==> src/rtl/score_pkg.sv <==
// Shared scoring definitions: outcome codes, entry FSM and pending-class enums, over length.
// Latency: n/a (package only).
// Backpressure: n/a.
package score_pkg;

  localparam int BALLS_PER_OVER = 6;

  // Outcome codes, shared with the LFSR-driven score/wicket and ball-count decoders.
  localparam logic [3:0] OUT_DOT    = 4'd0;
  localparam logic [3:0] OUT_SINGLE = 4'd3;
  localparam logic [3:0] OUT_DOUBLE = 4'd7;
  localparam logic [3:0] OUT_TRIPLE = 4'd10;
  localparam logic [3:0] OUT_FOUR   = 4'd11;
  localparam logic [3:0] OUT_SIX    = 4'd12;
  localparam logic [3:0] OUT_EXTRA  = 4'd13;
  localparam logic [3:0] OUT_WICKET = 4'd15;

  typedef enum logic [1:0] {
    ST_IDLE,
    ST_COLLECT,
    ST_ISSUE
  } entry_state_t;

  typedef enum logic [1:0] {
    CLS_NONE,
    CLS_RUNS,
    CLS_WICKET,
    CLS_EXTRA
  } pend_class_t;

  // Maps a pending entry to its outcome code. Runs = 5 has no code; callers
  // reject it before issuing, so it falls through to a dot here.
  function automatic logic [3:0] encode_outcome(input pend_class_t cls,
                                                input logic [2:0]  runs);
    logic [3:0] code;
    code = OUT_DOT;
    case (cls)
      CLS_WICKET: code = OUT_WICKET;
      CLS_EXTRA:  code = OUT_EXTRA;
      default: begin
        case (runs)
          3'd1:    code = OUT_SINGLE;
          3'd2:    code = OUT_DOUBLE;
          3'd3:    code = OUT_TRIPLE;
          3'd4:    code = OUT_FOUR;
          3'd6:    code = OUT_SIX;
          default: code = OUT_DOT;
        endcase
      end
    endcase
    return code;
  endfunction

endpackage

==> src/rtl/over_counter.sv <==
// Balls-in-over / completed-overs counter driven by a legal-ball increment.
// Latency: counters update on the clock edge that samples legal_ball.
// Backpressure: none; overs saturates at MAX_OVERS.
// Ports: clk, reset (async, active-high), legal_ball (1-cycle increment),
//        ball_in_over (0..BALLS_PER_OVER-1), overs (0..MAX_OVERS).
module over_counter
  import score_pkg::*;
#(
  parameter int MAX_OVERS = 20
) (
  input  logic       clk,
  input  logic       reset,
  input  logic       legal_ball,
  output logic [2:0] ball_in_over,
  output logic [4:0] overs
);

  localparam logic [2:0] LAST_BALL = 3'(BALLS_PER_OVER - 1);
  localparam logic [4:0] OVER_MAX  = 5'(MAX_OVERS);

  always_ff @(posedge clk or posedge reset) begin
    if (reset) begin
      ball_in_over <= 3'd0;
      overs        <= 5'd0;
    end else if (legal_ball) begin
      if (ball_in_over == LAST_BALL) begin
        ball_in_over <= 3'd0;
        if (overs != OVER_MAX) begin
          overs <= overs + 5'd1;
        end
      end else begin
        ball_in_over <= ball_in_over + 3'd1;
      end
    end
  end

endmodule

==> src/rtl/delivery_entry_encoder.sv <==
// Manual umpire entry: collects button presses and issues one delivery strobe + outcome code.
// Latency: delivery/outcome/ball counters update 1 cycle after btn_confirm is sampled.
// Backpressure: presses during the ISSUE cycle are dropped; confirm refused while block is high.
// Ports: clk, reset (async, active-high); btn_run/btn_wicket/btn_extra/btn_confirm/btn_cancel
//        (1-cycle pulses), block (level); delivery, outcome, pending_runs, busy, err,
//        ball_in_over, overs.
// Optional: define DELIVERY_ENTRY_TIMEOUT_EN to discard an entry left idle for
//           TIMEOUT_CYCLES cycles in COLLECT.
module delivery_entry_encoder
  import score_pkg::*;
#(
  parameter int TIMEOUT_CYCLES = 50,
  parameter int MAX_OVERS      = 20
) (
  input  logic       clk,
  input  logic       reset,
  input  logic       btn_run,
  input  logic       btn_wicket,
  input  logic       btn_extra,
  input  logic       btn_confirm,
  input  logic       btn_cancel,
  input  logic       block,
  output logic       delivery,
  output logic [3:0] outcome,
  output logic [2:0] pending_runs,
  output logic       busy,
  output logic       err,
  output logic [2:0] ball_in_over,
  output logic [4:0] overs
);

  if (TIMEOUT_CYCLES < 1 || MAX_OVERS < 1 || MAX_OVERS > 31) begin : g_bad_cfg
    $error("delivery_entry_encoder: TIMEOUT_CYCLES must be >= 1 and MAX_OVERS in 1..31");
  end

  entry_state_t state;
  pend_class_t  cls;

  logic accepting, reject_confirm;
  logic do_cancel, do_confirm, do_wicket, do_extra, do_run;
  logic run_ok, class_free, press_ok, press_bad;
  logic issue_go, legal_ball, timeout_hit;

  // One press acts per cycle: cancel > confirm > wicket > extra > run.
  always_comb begin
    accepting      = (state != ST_ISSUE);
    reject_confirm = block || (overs == 5'(MAX_OVERS)) || (pending_runs == 3'd5);

    do_cancel  = accepting && btn_cancel;
    do_confirm = accepting && !btn_cancel && btn_confirm;
    do_wicket  = accepting && !btn_cancel && !btn_confirm && btn_wicket;
    do_extra   = accepting && !btn_cancel && !btn_confirm && !btn_wicket && btn_extra;
    do_run     = accepting && !btn_cancel && !btn_confirm && !btn_wicket && !btn_extra
                 && btn_run;

    // In IDLE the class is always NONE and runs are 0, so every press is accepted there.
    class_free = (cls == CLS_NONE);
    run_ok     = ((cls == CLS_NONE) || (cls == CLS_RUNS)) && (pending_runs != 3'd6);

    press_ok  = (do_wicket && class_free) || (do_extra && class_free) || (do_run && run_ok);
    press_bad = (do_wicket && !class_free) || (do_extra && !class_free)
                || (do_run && !run_ok) || (do_confirm && reject_confirm);

    issue_go   = do_confirm && !reject_confirm;
    legal_ball = issue_go && (cls != CLS_EXTRA);
  end

`ifdef DELIVERY_ENTRY_TIMEOUT_EN
  localparam int TW = $clog2(TIMEOUT_CYCLES + 1);
  logic [TW-1:0] idle_cnt;

  // Fires on the TIMEOUT_CYCLES-th consecutive COLLECT cycle without an accepted
  // press; cancel/confirm leave COLLECT on their own and take precedence.
  always_comb begin
    timeout_hit = (state == ST_COLLECT) && !do_cancel && !do_confirm && !press_ok
                  && (idle_cnt == TW'(TIMEOUT_CYCLES - 1));
  end

  always_ff @(posedge clk or posedge reset) begin
    if (reset) begin
      idle_cnt <= '0;
    end else if ((state != ST_COLLECT) || press_ok || timeout_hit) begin
      idle_cnt <= '0;
    end else begin
      idle_cnt <= idle_cnt + TW'(1);
    end
  end
`else
  always_comb begin
    timeout_hit = 1'b0;
  end
`endif

  always_ff @(posedge clk or posedge reset) begin
    if (reset) begin
      state        <= ST_IDLE;
      cls          <= CLS_NONE;
      pending_runs <= 3'd0;
      delivery     <= 1'b0;
      outcome      <= OUT_DOT;
      err          <= 1'b0;
    end else begin
      delivery <= 1'b0;
      err      <= press_bad || timeout_hit;
      case (state)
        ST_ISSUE: begin
          state <= ST_IDLE;
        end
        default: begin
          if (do_cancel || do_confirm || timeout_hit) begin
            // Any exit from the entry discards the pending tally; a successful
            // confirm encodes what was registered before this cycle.
            cls          <= CLS_NONE;
            pending_runs <= 3'd0;
            state        <= ST_IDLE;
            if (issue_go) begin
              delivery <= 1'b1;
              outcome  <= encode_outcome(cls, pending_runs);
              state    <= ST_ISSUE;
            end
          end else if (press_ok) begin
            state <= ST_COLLECT;
            if (do_wicket) begin
              cls <= CLS_WICKET;
            end else if (do_extra) begin
              cls <= CLS_EXTRA;
            end else begin
              cls          <= CLS_RUNS;
              pending_runs <= pending_runs + 3'd1;
            end
          end
        end
      endcase
    end
  end

  always_comb begin
    busy = (state == ST_COLLECT);
  end

  over_counter #(
    .MAX_OVERS(MAX_OVERS)
  ) u_over_counter (
    .clk         (clk),
    .reset       (reset),
    .legal_ball  (legal_ball),
    .ball_in_over(ball_in_over),
    .overs       (overs)
  );

endmodule

==> config.mk <==
export PLATFORM = sky130hd
export DESIGN_NAME = delivery_entry_encoder
export DESIGN_NICKNAME = d
export VERILOG_FILES = /design/src/rtl/score_pkg.sv /design/src/rtl/over_counter.sv /design/src/rtl/delivery_entry_encoder.sv
export SDC_FILE = /design/constraint.sdc
export NUM_CORES = 1
export LEC_CHECK = 0
export BUFFER_PORTS_ARGS = -buffer_cell sky130_fd_sc_hd__buf_2
export CAP_MARGIN = 25
export CORE_ASPECT_RATIO = 0.9
export CORE_MARGIN = 2
export CORE_UTILIZATION = 45
export DETAILED_ROUTE_END_ITERATION = 10
export PLACE_DENSITY = 0.8
export SLEW_MARGIN = 20
export SYNTH_ARGS = -nofsm -noshare
export SYNTH_HDL_FRONTEND = slang
export SYNTH_SLANG_ARGS = --single-unit
export TNS_END_PERCENT = 1
==> constraint.sdc <==
create_clock -name clk -period 4.05 [get_ports clk]
set_input_delay 0.405 -clock clk [delete_from_list [all_inputs] [get_ports clk]]
set_output_delay 0.405 -clock clk [all_outputs]
set_load 0.005 [all_outputs]
# After elaboration in Yosys (flattened, before gate mapping)
# Index checks and enable logic that the tools add are counted.
[word_totals]
in_bits = 8
n_memories = 0
regBits = 21
latchBits = 0
ramBits = 0
mem_bits_ro = 0
[op_classes]
mul = 0
eq_ne = 19
addsub = 3
shifts = 0
n_reduce_logical = 42
div = 0
n_mux = 18
magnitude_cmp = 0
bitwise_logic = 1
[ops]
columns = ["op", "count"]
rows = [
  ["4-bit case mux with 5 select lines", 1],
  ["1-bit logical AND", 19],
  ["2-bit two-way mux", 8],
  ["3-bit two-way mux", 5],
  ["3-bit equality test, second input constant", 4],
  ["1-bit logical OR", 9],
  ["4-bit case mux with 2 select lines", 1],
  ["1-bit zero test", 7],
  ["3-bit by 1-bit adder with 3-bit output, second input constant", 2],
  ["2-bit equality test, second input constant", 3],
  ["3-bit by 2-bit equality test with 1-bit output, second input constant", 2],
  ["3-bit AND reduction", 2],
  ["5-bit by 1-bit adder with 5-bit output, second input constant", 1],
  ["5-bit equality test, second input constant", 1],
  ["5-bit inequality test, second input constant", 1],
  ["2-bit by 1-bit equality test with 1-bit output, second input constant", 2],
  ["2-bit by 1-bit inequality test with 1-bit output, second input constant", 2],
  ["2-bit inequality test, second input constant", 2],
  ["4-bit AND reduction", 1],
  ["3-bit by 1-bit equality test with 1-bit output, second input constant", 1],
  ["1-bit two-way mux", 3],
  ["3-bit inequality test, second input constant", 1],
  ["3-bit nonzero test", 1],
  ["2-bit zero test", 1],
  ["other kinds (3)", 3],
]

# Logic depth before layout (Yosys ltp)
# Gate-level depths: netlist (run 1).
[logic_depth]
ltp_word = 11
ltp_mapped = 9

# By module
# From an unflattened synthesis (run 1), not the netlist that was laid out.
[unflattened]
cells_unflattened = 110
hier_area_um2 = 1164.9
[modules_own_cells]
columns = ["mod", "cells_per_inst", "instances", "seq_area_each_um2", "area_each_um2"]
rows = [
  ["delivery_entry_encoder", 76, 1, 325.3, 767.0],
  ["over_counter", 34, 1, 200.2, 397.9],
]

# Worst setup path before layout (run 1)
# No wires, ideal clock.
[synth_timing]
path_kind = "register to register"
start = "reg u_over_counter.overs[0]"
end = "reg u_over_counter.ball_in_over[2]"
synth_period_minus_slack_ps = 1741
path_buffers = 0
t_required_ps = 3923
t_arrival_ps = 1613
path_slack_ps = 2309
path_stages_with_launch = 9
path_cell_list = "dfrtp_1 > inv_1 > ha_1 > and4b_1 > a211oi_2 > nand3_2 > inv_2 > nand3_2 > mux2_1"
[synth_via]
elab_chain_len = 6
[synth_lines]
columns = ["element", "line_no", "source"]
rows = [
  ["start: declaration", "over_counter.sv:15", "output logic [4:0] overs"],
  ["start signal: assignment", "over_counter.sv:29", "overs <= overs + 5'd1;"],
  ["5-bit equality test", "delivery_entry_encoder.sv:47", "reject_confirm = block || (overs == 5'(MAX_OVERS)) || (pending_runs == 3'd5);"],
  ["1-bit logical OR (2 in a row)", "delivery_entry_encoder.sv:47", ""],
  ["1-bit zero test", "delivery_entry_encoder.sv:64", "issue_go = do_confirm && !reject_confirm;"],
  ["1-bit logical AND", "delivery_entry_encoder.sv:64", ""],
  ["1-bit logical AND", "delivery_entry_encoder.sv:65", "legal_ball = issue_go && (cls != CLS_EXTRA);"],
  ["end signal: assignment", "over_counter.sv:32", "ball_in_over <= ball_in_over + 3'd1;"],
  ["end: declaration", "over_counter.sv:14", "output logic [2:0] ball_in_over,"],
]
# No other way between the ends.
# A chain may end at the register's enable or synchronous reset.

# Worst setup path in the final report (run 1)
# Ends and elaborated chain as after synthesis.

==> summary.md, run 1 <==
| Metric | Value |
|---|---|
| Met1 WL | `roughly 950 µm` |
| Filler cell count | `about 230` |
| Syn. warnings | `0` |
| Placement Cell Area | `1250 µm²` |
| TNS Setup | `0 ns` |
| Wire length per cell | `approximately 13 µm` |
| Synth area leaders | `dfrtp_1 48%, ha_1 9.1%, nor2_1 4.8%, nor3_1 3.6%, a21oi_1 2.7%` |
| Crit path max fanout | `12` |
| Maxcap violations | `0` |
| Min Tclk post-route | `about 2 ns` |
| Synth top area share | `0.476` |
| Clock latency on the worst-skew pair | `just over 0.3 ns` |
| Detail Route Antenna Nets | `0` |
| Mapped Cells | `between 100 and 150` |
| Die Wd | `56.2 µm` |
| Crit path max-delay cell type | `dfrtp_1` |
| Post-Syn Nets | `roughly 130` |
| IO buf count | `25` |
| Critical path's largest stage delay | `0.42 ns` |
| Relative slew slack | `0.483` |
| Cts repair resizes | `0` |
| Clk buf depth | `2` |
| Die Y-Extent | `just over 50 µm` |
| Total number of vias | `slightly above 900` |
| Cell row count | `17` |
| Core Area | `between 2000 and 2500 µm²` |
| Synth Area per Inst | `roughly 9.9 µm²` |
| Drc violations | `0` |
| FF+latch count, synth | `21` |
| # placed instances | `approximately 160` |
| Reg area | `roughly 530 µm²` |
| CP most frequent cell | `nand3_2` |
| Status | `completed` |
| GPL Wtd Cong | `~0.80` |
| Ports | `26` |
| Share of cells above drive strength 1 | `0.254` |
| Synth cell types | `32` |
| Vias in the first global route | `886` |
| Final setup viols | `0` |
| Clk root buf | `clkbuf_4` |
| Worst vdd ir | `between 0.0003 and 0.0004 V` |
| Nets | `~160` |
| Final HPWL DP | `roughly 1700 µm` |
| Num CTS Buffers | `3` |
| Largest net degree at the start of global routing | `22` |
| Detailed Route WL | `~2200 µm` |
| Routed wl met2 | `approximately 1100 µm` |
| Slew Limit Fails | `0` |
| Met3 WL | `roughly 150 µm` |
| Sequential-to-total area share from yosys stat | `0.476` |
| Multi-input gate area in the final layout | `532 µm²` |
| Clock sink total | `21` |
| Die ar. | `between 2000 and 3000 µm²` |
| Clock skew | `just under 0.005 ns` |
| Tcrit/Tclk final | `0.494` |
| Worst setup path category | `register to register` |
| Hold WS | `approximately 0.21 ns` |
| Yosys top cell by area | `dfrtp_1` |
| 1st-iter DRT viols | `30` |
| CTS Hold Buffers Added | `0` |
| Worst min-delay path class | `input pin to asynchronous set/reset pin` |
| Data arrival, critical path | `2.20 ns` |
| Slew @ Worst Pin | `0.775 ns` |
| Pwr Density | `around 420 nW/µm²` |
| Mapped cell area | `approximately 1100 µm²` |
| Reg clk slew, reported paths | `around 0.12 ns` |
| Antenna cell count | `0` |
| Final instance area | `around 1300 µm²` |
| Worst path cell trace | `inv_1 -> ha_1 -> and4b_1 -> a211oi_2 -> nand3_2 -> inv_2 -> nand3_2 -> mux2_1` |
| Initial antenna violation count | `0` |
| Pre-Repair DR Iteration Count | `4` |
| Fmax | `0.500 GHz` |
| Initial core utilization | `0.463` |
| WP data required | `4.25 ns` |
| Static Leak | `a little under 0.7 nW` |
| Postcts setup bufs | `0` |
| RSZ-0062 raised after global routing | `false` |
| Vias/cell | `approximately 5.5` |
| Startpoint types | `register` |
| Total track usage | `0.173` |
| Post-Layout Cell Count | `166` |
| Total grt overflow | `0` |
| CTS tree | `yes` |
| Final hold vios | `0` |
| CP Capture Type | `register` |
| First-pass GRT wire length | `3830 µm` |
| Uppermost layer routed | `met4` |
| Path depth of the worst reg2reg path | `8` |
| Area Overhead vs Synth | `15.9%` |
| CTS H-tree lvls | `1` |
area by class of cell:
class                      count  area share
clock buffer                   3      0.0176
clock inverter                 1     0.00391
inverter                       9      0.0264
multi-input combinational     79       0.416
sequential                    21       0.411
tap                           28      0.0274
timing repair buffer          25      0.0978
registers in the layout, summed over array words and instances, names as in the netlist:
register and cells:
cls 2, u_over_counter.ball_in_over 3, u_over_counter.overs 5, err 1
outcome 4, delivery 1, state 2, pending_runs 3
worst max-delay path: cells and delay by family, from the launching register on:
| kind | cells | cell delay (ns) |
|---|---|---|
| compound gates | 1 | 0.19 |
| fa+ha+maj | 1 | 0.19 |
| buf+inv | 2 | 0.28 |
| flops | 1 | 0.42 |
| mux | 1 | 0.32 |
| simple gates | 3 | 0.49 |
synthesized netlist by cell type:
cell type and number:
buf_4 1, mux2_1 2, o31ai_1 1, o21ai_0 2
and2b_1 1, dfrtp_1 21, xor2_1 3, xnor2_1 2
nor3_1 8, a32o_1 1, nand2b_1 1, a41o_1 1
and4b_1 1, nand3_2 2, nand2_1 6, or3_1 1
o2bb2ai_1 2, a21oi_1 6, nor2b_1 3, nand4b_1 1
or2_2 2, ha_1 8, inv_2 1, a31oi_1 1
o21a_1 1, inv_1 8, buf_2 1, a211oi_2 1
nand3_1 4, and3_1 1, nor2_1 14, a21o_1 3
metrics by stage:
stage,worst slack (ns),utilization,power (mW)
floorplan,2.31,-,0.374
global placement,2.18,0.525,0.434
detailed placement,2.05,0.525,0.441
CTS,2.03,0.537,0.547
global route,1.90,0.537,0.583
finish,2.05,0.537,0.538
cells by family after synthesis:
family	share of synthesized area
AO/OA/AOI/OAI	0.121
XOR/XNOR	0.0397
adder cells (fa/ha/maj)	0.0907
buffers and inverters	0.0419
flip-flops	0.476
multiplexers	0.0204
AND/OR/NAND/NOR	0.210
report_power, final:
| part | switching (mW) | internal, mW |
|---|---|---|
| logic | 0.0694 | 0.0727 |
| clock network | 0.0657 | 0.0369 |
| registers | 0.0435 | 0.250 |
final timing paths:
kind,slack (ns),end,startpoint
worst max-delay path,2.05,u_over_counter.ball_in_over[2]$_DFFE_PP0P_,u_over_counter.overs[0]$_DFFE_PP0P_
max in group asynchronous,3.35,cls[0]$_DFFE_PP0P_,reset
worst min-delay path,0.21,pending_runs[2]$_DFFE_PP0P_,reset
worst max register to register,2.05,u_over_counter.ball_in_over[2]$_DFFE_PP0P_,u_over_counter.overs[0]$_DFFE_PP0P_
worst min register to register,0.49,u_over_counter.overs[4]$_DFFE_PP0P_,u_over_counter.overs[4]$_DFFE_PP0P_
min in group clk,0.37,err$_DFF_PP0_,btn_cancel
metal layers:
metal  vias to the layer above  global-route usage
met5                         -                   0
met4                         0              0.0476
met3                         3              0.0557
met2                        32               0.304
met1                       442               0.206
li1                        436                   -
cells in the final DEF, fill, tap and decap left out, types with 2 or more instances in the layout:
master / instances
a21o_1: 3
nand3_1: 4
xor2_1: 3
buf_2: 25
xnor2_1: 2
nor2b_1: 3
nand2_1: 6
o21ai_0: 2
or2_2: 2
inv_1: 8
dfrtp_1: 21
clkbuf_4: 3
a21oi_1: 6
nand3_2: 2
ha_1: 8
nor3_1: 8
mux2_1: 2
o2bb2ai_1: 2
nor2_1: 14
Note: power is estimated with default switching activity, not from simulation.
==> inputs of run 2 (changes only) <==
==> constraint.sdc (replaced) <==
create_clock -name clk -period 1.9 [get_ports clk]
set_input_delay 0.19 -clock clk [delete_from_list [all_inputs] [get_ports clk]]
set_output_delay 0.19 -clock clk [all_outputs]
set_load 0.005 [all_outputs]
==> summary.md, run 2 (synthesized netlist as in run 1, its figures left out) <==
| Metric | Value |
|---|---|
| Status | `completed (unchanged)` |
| Ports | `26 (unchanged)` |
| Worst Setup SP | `u_over_counter.overs[0]$_DFFE_PP0P_ (unchanged)` |
| Total grt overflow | `0 (unchanged)` |
| Worst vdd ir | `0.000707 V (was 0.000311 V)` |
| Multi-input gate area in the final layout | `552 µm² (was 532 µm²)` |
| Die ar. | `2870 µm² (unchanged)` |
| Die Wd | `56.2 µm (unchanged)` |
| Maxcap violations | `0 (unchanged)` |
| 1st-iter DRT viols | `20 (was 30)` |
| CP Capture Type | `register (unchanged)` |
| Tcrit/Tclk final | `0.969 (was 0.494)` |
| Detailed Route WL | `2340 µm (was 2200 µm)` |
| Fmax | `0.543 GHz (was 0.500 GHz)` |
| Highest-count cells in the layout ignoring fill and taps | `25 x buf_2, 19 x dfrtp_1, 14 x nor2_1, 8 x nor3_1, 7 x ha_1 (was 25 x buf_2, 21 x dfrtp_1, 14 x nor2_1)` |
| First-pass GRT wire length | `3950 µm (was 3830 µm)` |
| Max FFs per register | `5 (unchanged)` |
| Antenna cell count | `0 (unchanged)` |
| GPL Wtd Cong | `0.828 (was 0.799)` |
| Filler cell count | `225 (was 229)` |
| Clk buf depth | `2 (unchanged)` |
| Area Overhead vs Synth | `22.6% (was 15.9%)` |
| Largest net degree at the start of global routing | `22 (unchanged)` |
| Final HPWL DP | `1730 µm (about the same)` |
| Relative slew slack | `0.476 (was 0.483)` |
| Largest regs | `u_over_counter.overs: 5 flops, outcome: 4 flops (unchanged)` |
| Final setup viols | `0 (unchanged)` |
| Drc violations | `0 (unchanged)` |
| # placed instances | `163 (was 162)` |
| Share of cells above drive strength 1 | `0.340 (was 0.254)` |
| Clk root buf | `clkbuf_4 (unchanged)` |
| Num CTS Buffers | `3 (unchanged)` |
| Initial core utilization | `0.463 (unchanged)` |
| Slew Limit Fails | `0 (unchanged)` |
| RSZ-0062 raised after global routing | `true (was false)` |
| Static Leak | `0.714 nW (was 0.686 nW)` |
| Vias in the first global route | `876 (was 886)` |
| Pwr Density | `917 nW/µm² (was 421 nW/µm²)` |
| Clock skew | `0.00640 ns (was 0.00484 ns)` |
| Wire length per cell | `13.6 µm (was 13.3 µm)` |
| Core Area | `2380 µm² (unchanged)` |
| Total number of vias | `922 (was 913)` |
| Reg2Reg Launch Point | `u_over_counter.overs[0]$_DFFE_PP0P_ (unchanged)` |
| Pre-Repair DR Iteration Count | `4 (unchanged)` |
| Reg clk slew, reported paths | `0.13 ns (was 0.12 ns)` |
| Total track usage | `0.178 (was 0.173)` |
| Top reg by flops | `u_over_counter.overs (unchanged)` |
| Commonest non-fill, non-tap cell in the layout | `buf_2 (unchanged)` |
| Worst min-delay path class | `input pin to asynchronous set/reset pin (unchanged)` |
| Final Power | `1.24 mW (was 0.538 mW)` |
| Slew @ Worst Pin | `0.785 ns (was 0.775 ns)` |
| Crit path max fanout | `5 (was 12)` |
| IO buf count | `25 (unchanged)` |
| CTS H-tree lvls | `1 (unchanged)` |
| CTS tree | `yes (unchanged)` |
| Cell row count | `17 (unchanged)` |
| Die Y-Extent | `51.0 µm (unchanged)` |
| WP data required | `2.11 ns (was 4.25 ns)` |
| Clock sink total | `21 (unchanged)` |
| Reg area | `528 µm² (was 526 µm²)` |
| Vias/cell | `5.36 (was 5.50)` |
| Startpoint types | `register (unchanged)` |
| Data arrival, critical path | `2.05 ns (was 2.20 ns)` |
| Final hold vios | `0 (unchanged)` |
| Post-Layout Cell Count | `172 (was 166)` |
| Worst setup path category | `register to register (unchanged)` |
| Min Tclk post-route | `1.84 ns (was 2.00 ns)` |
| Detail Route Antenna Nets | `0 (unchanged)` |
| Initial antenna violation count | `0 (unchanged)` |
| CTS Hold Buffers Added | `0 (unchanged)` |
| Nets | `161 (was 155)` |
| Clock latency on the worst-skew pair | `0.31 ns (about the same)` |
==> run 2: critical path, cell delays in order, from the launching register on <==
cell and delay (ns):
dfrtp_1 0.39, inv_2 0.05, ha_2 0.15, and4b_1 0.21
a211oi_2 0.25, nand3_2 0.16, inv_2 0.14, nand3_4 0.09
mux2_4 0.31
==> run 2: stage by stage <==
stage	util	setup TNS [ns]	hold slack (ns)	setup slack, ns	instance area (µm²)
6_report	0.568	0	0.00670	0.0583	1350
4_1_cts	0.544	0	0.0294	0.0351	1300
3_3_place_gp	0.528	0	0.366	0.130	1260
5_1_grt	0.568	-0.0432	0.0725	-0.0251	1350
2_1_floorplan	-	0	0.167	0.159	1100
3_5_place_dp	0.528	0	0.384	0.0154	1260
==> run 2: worst paths after layout <==
path	end	slack (ns)	cells after the start
setup / recovery	u_over_counter.ball_in_over[1]$_DFFE_PP0P_	0.06	8
hold / removal	err$_DFF_PP0_	0.007	2
setup reg to reg	u_over_counter.ball_in_over[1]$_DFFE_PP0P_	0.06	8
hold reg to reg	outcome[1]$_DFFE_PP0P_	0.51	1
max in group asynchronous	pending_runs[1]$_DFFE_PP0P_	1.36	2
min in group clk	err$_DFF_PP0_	0.17	3
==> run 2: power by group <==
| group | total, mW | internal (mW) | switching, mW |
|---|---|---|---|
| sequential | 0.624 | 0.533 | 0.0906 |
| clock | 0.224 | 0.0802 | 0.144 |
| combinational | 0.393 | 0.215 | 0.179 |
| total | 1.24 | 0.828 | 0.413 |
==> run 2: layer usage <==
layer	GRT usage	part of all wire	up-vias
met4	0.0437	0.0073	0
met2	0.298	0.49	26
li1	-	-	446
met5	0	0	-
met1	0.229	0.45	448
met3	0.0481	0.049	2
==> run 2: what timing repair did <==
action	4_1_cts	5_1_grt
setup endpoints to repair	1	8
setup buffers	1	4
gates cloned	0	0
pin swaps	0	3
resized for setup	0	10
==> run 2: layout make-up <==
cell class / instances / area share
Clock buffer: 3 / 0.0167
Multi-Input combinational cell: 79 / 0.408
Sequential cell: 21 / 0.390
Clock inverter: 1 / 0.00555
Tap cell: 28 / 0.0259
Timing Repair Buffer: 31 / 0.129
Inverter: 9 / 0.0250
